===== config.mk =====
export PLATFORM = sky130hd
export DESIGN_NAME = timer
export DESIGN_NICKNAME = d
export VERILOG_FILES = /design/src/rtl/timer.sv
export SDC_FILE = /design/constraint.sdc
export NUM_CORES = 1
export LEC_CHECK = 0
export BUFFER_PORTS_ARGS = -buffer_cell sky130_fd_sc_hd__buf_2
export CAP_MARGIN = 15
export CORE_ASPECT_RATIO = 1.25
export CORE_MARGIN = 2
export CORE_UTILIZATION = 30
export CTS_CLUSTER_SIZE = 24
export DETAILED_ROUTE_END_ITERATION = 12
export MAX_ROUTING_LAYER = met4
export SLEW_MARGIN = 20
export SYNTH_ARGS = -nofsm -noshare
export SYNTH_HDL_FRONTEND = slang
export SYNTH_SLANG_ARGS = --single-unit
export TNS_END_PERCENT = 1

===== constraint.sdc =====
create_clock -name clk -period 8.9 [get_ports clk]
set_input_delay 1.78 -clock clk [delete_from_list [all_inputs] [get_ports clk]]
set_output_delay 1.78 -clock clk [all_outputs]
set_load 0.05 [all_outputs]

===== src/rtl/timer.sv =====
// timer: memory-mapped 32-bit up/down counter with a 16-bit prescaler.
// A data write loads the count; a command write sets run/clear/dir/prescaler.
module timer (
    input  logic        clk,
    input  logic        rst,
    input  logic        chipSelect,
    input  logic        write,
    input  logic        writeCommand,
    input  logic [31:0] dataIn,
    output logic [31:0] dataOut
);
    logic [31:0] counter;
    logic        run;
    logic        dir;
    logic [15:0] prescaler;
    logic [15:0] prescCnt;
    logic        dataWr;
    logic        cmdWr;
    logic        anyWr;
    logic        tick;
    logic        unusedBits;

    assign dataWr     = chipSelect & write;
    assign cmdWr      = chipSelect & writeCommand;
    assign anyWr      = dataWr | cmdWr;
    // Any bus write freezes counting for that cycle and restarts the prescaler phase.
    assign tick       = run & ~anyWr & (prescCnt == prescaler);
    assign unusedBits = ^dataIn[15:3];
    assign dataOut    = counter;

    always_ff @(posedge clk or negedge rst) begin
        if (!rst) begin
            counter   <= '0;
            run       <= 1'b0;
            dir       <= 1'b0;
            prescaler <= '0;
            prescCnt  <= '0;
        end else begin
            counter  <= (cmdWr & dataIn[1]) ? '0 : dataWr ? dataIn :
                        tick ? (dir ? counter - 32'd1 : counter + 32'd1) : counter;
            prescCnt <= (anyWr | tick) ? '0 : run ? prescCnt + 16'd1 : prescCnt;
            if (cmdWr) begin
                run       <= dataIn[0];
                dir       <= dataIn[2];
                prescaler <= dataIn[31:16];
            end
        end
    end
endmodule


[Word-level counts from Yosys, hierarchy flattened]
Index checks and enable logic that the tools add are counted.
Cells by class
  add/subtract/negate cells: 3
  eq/ne operators: 1
  muxes and demuxes: 6
  bitwise logic cells: 8
  reduce and logical (&&, ||, !) cells: 2
Operators with widths (count)
  2-to-1 mux 32 bit: 4
  adder 32 x 1 -> 32 bit (second input constant): 1
  2-to-1 mux 16 bit: 2
  subtractor 32 x 1 -> 32 bit (second input constant): 1
  adder 16 x 1 -> 16 bit (second input constant): 1
  equality test 16 bit: 1
  bitwise AND 1 bit: 5
  nonzero test 3 bit: 1
  bitwise OR 1 bit: 2
  nonzero test 2 bit: 1
  NOT 1 bit: 1
Storage, ports and cells
  register bits after elaboration: 66
  input bits: 37
  output and inout port bits: 32
  word-level logic and storage cells: 25

[Longest topological paths before layout]
  depth in word-level cells: 8
  depth in mapped cells: 11

[Least setup slack after synthesis]
No wires, ideal clock.
  path type: input-to-reg
  from: input port writeCommand
  to: register counter[19], in the netlist dataOut[19]
  arrival time: 3.500 ns
  required time: 8.778 ns
  slack: 5.278 ns
  cell stages on the path: 9
  cell sequence: nand2_4 > nand2_2 > or3_1 > or4_4 > buf_6 > buf_6 > nor3b_2 > mux2i_1 > a32o_1
On the way
  cells in the longest elaborated chain, start to end: 6
Ends and longest elaborated chain
  from (decl): RTL line 8  | input logic writeCommand,
  bitwise AND 1 bit *: RTL line 24  | assign cmdWr = chipSelect & writeCommand;
  bitwise OR 1 bit: RTL line 25  | assign anyWr = dataWr | cmdWr;
  NOT 1 bit: RTL line 27  | assign tick = run & ~anyWr & (prescCnt == prescaler);
  bitwise AND 1 bit (2 in a row): RTL line 27
  nonzero test 3 bit (no source line)
  to (signal assigned): RTL line 39  | counter <= (cmdWr & dataIn[1]) ? '0 : dataWr ? dataIn :
  to (decl): RTL line 12  | logic [31:0] counter;
Mark *: on every way between the ends. The rest lies on a longest branch, timed or not.
A chain may end at the register's enable or synchronous reset.

[Worst setup path after layout]
  from: input port chipSelect
  to: register prescCnt[1]
On the way
  cells in the longest elaborated chain, start to end: 7
Ends and longest elaborated chain
  from (decl): RTL line 6  | input logic chipSelect,
  bitwise AND 1 bit, on equally long branches: RTL line 23, 24
  bitwise OR 1 bit *: RTL line 25
  NOT 1 bit: RTL line 27
  bitwise AND 1 bit (2 in a row): RTL line 27
  bitwise OR 1 bit *: RTL line 41  | prescCnt <= (anyWr | tick) ? '0 : run ? prescCnt + 16'd1 : prescCnt;
  2-to-1 mux 16 bit / nonzero test 2 bit (equally long branches)
  to (signal assigned): RTL line 41
  to (decl): RTL line 16  | logic [15:0] prescCnt;
Marked as above.

==> results.sh <==
export IMPL_drive_gt1_share_pct=18.2
export IMPL_cts_setup_buffers=0
export IMPL_grt_max_degree=67
export IMPL_grt_antenna_before_repair=0
export IMPL_nets=689
export IMPL_worst_slew_pin_transition_ns=0.954
export IMPL_hold_class="reg2reg"
export IMPL_dp_slack_ns=4.59
export IMPL_cts_buffers=9
export IMPL_min_period_ns=3.94
export IMPL_drc=0
export IMPL_post_route_util_pct=35.5
export IMPL_seqPwrFrac_pct=29.1
export IMPL_insertion_delay_ns=0.34
export IMPL_wl_um=13300
export IMPL_cts_max_path_buffers=2
export IMPL_yosysMostFrequentCell="dfrtp_1"
export IMPL_clock_fmax_ghz=0.254
export IMPL_r2r_setup_slack_ns=5.60
export IMPL_dpl_cell_area_mm2=0.00545
export IMPL_yosysTopAreaCell="dfrtp_1"
export IMPL_worstSetupPathType="in2reg"
export IMPL_first_global_vias=4290
export IMPL_drtAntennaViolNets=0
export IMPL_p_leak_nw=2.68
export IMPL_wl_per_cell_um=15.9
export IMPL_fin_worst_skew_ns=0.00863
export IMPL_async_flop_share_pct=100
export IMPL_via_count=4329
export IMPL_hold_viol=0
export IMPL_syn_to_final_growth_pct=16.2
export IMPL_end_kind="flop"
export IMPL_via_per_inst=5.15
export IMPL_swShare_pct=38.9
export IMPL_clk_pin_slew_ns=0.05
export IMPL_hold_depth=1
export IMPL_synthTopCellsByArea="dfrtp_1, ha_1, xor2_1"
export IMPL_die_h_um=148
export IMPL_peakVddDrop_mv=0.124
export IMPL_power_internal_w=0.000770
export IMPL_drv_cap=0
export IMPL_dr_pass1_iters=5
export IMPL_post_cts_resized=0
export IMPL_yosysWarnings=0
export IMPL_io_buffers=68
export IMPL_netlist_area_mm2=0.00495
export IMPL_synth_seq_cells=66
export IMPL_relSlewSlack_pct=36.4
export IMPL_synth_avg_cell_area_um2=8.79
export IMPL_synthTopCellsByCount="dfrtp_1, nor2_1, a21oi_1, nand2_1, xor2_1"
export IMPL_ios=69
export IMPL_outcome="finished clean"
export IMPL_cts_hold_buffers=0
export IMPL_grt_usage_pct=16.1
export IMPL_r2r_start="dir"
export IMPL_finalSetupViolCount=0
export IMPL_start_kind="input port"
export IMPL_required_ns=9.09
export IMPL_min_from="prescaler[1]"
export IMPL_htreeDepth=3
export IMPL_dieArea_mm2=0.0176
export IMPL_min_to="prescaler[1]"
export IMPL_cts_tree="built"
export IMPL_synth_flop_cell="dfrtp_1"
export IMPL_rsz0062_at_grt="no"
export IMPL_reg2regPathDepth=10
export IMPL_power_switching_w=0.000489
export IMPL_synth_edf_count=0
export IMPL_fin_setup_tns_ns=0
export IMPL_critPathMaxFanout=44
export IMPL_r2r_end="dataOut[25]"
export IMPL_gp_congestion=0.858
export IMPL_die_x_um=119
export IMPL_yosysTopAreaCellShare_pct=33.3
export IMPL_postSynthCellCount=564
export IMPL_total_power_w=0.00126
export IMPL_grt_overflow=0
export IMPL_antenna_cells=0
export IMPL_syn_nets=633
export IMPL_dp_hpwl_um=9990
export IMPL_ys_types=60
export IMPL_root_buffer="clkbuf_16"
export IMPL_crit_arrival_ns=4.14
export IMPL_combPwrFrac_pct=40.7
export IMPL_powerDensity_mw_per_mm2=219
export IMPL_clock_power_share_pct=30.1
export IMPL_coreArea_mm2=0.0162
export IMPL_finalMaxSlewViolations=0
export IMPL_final_area_mm2=0.00576
export IMPL_yosysSeqAreaShare_pct=33.3
export IMPL_initial_core_util_pct=30.6
export IMPL_grt_pass1_wl_um=21900
export IMPL_numClockSinks=66
export IMPL_finalWorstSetupSlack_ns=4.96
export IMPL_drt_initial_drc_count=278
export IMPL_period_share_pct=44.3
export IMPL_core_rowCount=52
==> how the worst max path moves through the flow <==
stage / start / end
6_report: chipSelect / prescCnt[1]
5_1_grt: chipSelect / prescCnt[1]
4_1_cts: chipSelect / prescCnt[1]
3_5_place_dp: chipSelect / prescCnt[1]
3_3_place_gp: chipSelect / prescCnt[14]
2_1_floorplan: writeCommand / dataOut[19]
==> power by group through the flow <==
stage          clock [W]  combinational, W  sequential, W
3_5_place_dp           0          0.000510       0.000373
2_1_floorplan          0          0.000326       0.000431
4_1_cts         0.000387          0.000513       0.000368
5_1_grt         0.000400          0.000567       0.000372
3_3_place_gp           0          0.000509       0.000373
6_report        0.000379          0.000513       0.000367
==> critical path: stages <==
cell and delay [ns]:
buf_2 0.15, nand2_4 0.23, nand2_2 0.11, or3_1 0.38, or4_4 0.79, nand3_1 0.54, nor2_1 0.12
==> cells in the final DEF, fill, tap and decap left out, types with 13 or more instances in the layout <==
master / synthesis / routed
nor2_1: 61 / 61
ha_1: 31 / 31
mux2i_1: 15 / 15
and3_1: 13 / 13
buf_2: 2 / 68
mux2_2: 18 / 18
xnor2_1: 24 / 24
dfrtp_1: 66 / 66
o21ai_0: 26 / 26
xor2_1: 32 / 32
nand2_1: 48 / 48
a21oi_1: 51 / 51
nand3_1: 20 / 20
==> kinds of logic (layout without fill, tap and decap cells) <==
logic type	Yosys count	in the layout	share of synthesized area, %
fa+ha+maj	32	32	8.23
flops	66	66	33.3
simple gates	196	196	19.2
compound gates	145	145	18.6
buf+inv	36	97	3.61
mux	33	33	7.12
xor+xnor	56	56	9.90
==> layer usage <==
| layer | routed length (µm) | global-route usage (%) | vias to the layer above |
|---|---|---|---|
| li1 | - | - | 2165 |
| met3 | 726 | 3.43 | 17 |
| met2 | 6340 | 25.5 | 113 |
| met5 | 0 | - | - |
| met1 | 6070 | 20.8 | 2034 |
| met4 | 214 | 4.58 | 0 |
==> flip-flops by register name (all words and copies together) (netlist names) <==
name       count
dir            1
run            1
prescCnt      16
dataOut       32
prescaler     16
==> metrics by stage <==
stage	std cells	hold WS (ns)
detailed placement	825	0.517
global placement	825	0.509
floorplan	564	0.499
CTS	841	0.529
finish	841	0.526
global route	841	0.554
==> layout make-up <==
class / count / area [µm²]
Fill cell: 1689 / 10400
Multi-Input combinational cell: 462 / 3120
Sequential cell: 66 / 1650
Timing Repair Buffer: 71 / 363
Tap cell: 216 / 270
Clock buffer: 11 / 233
Clock inverter: 5 / 78.8
Inverter: 10 / 37.5
(Power assumes the default switching activity.)
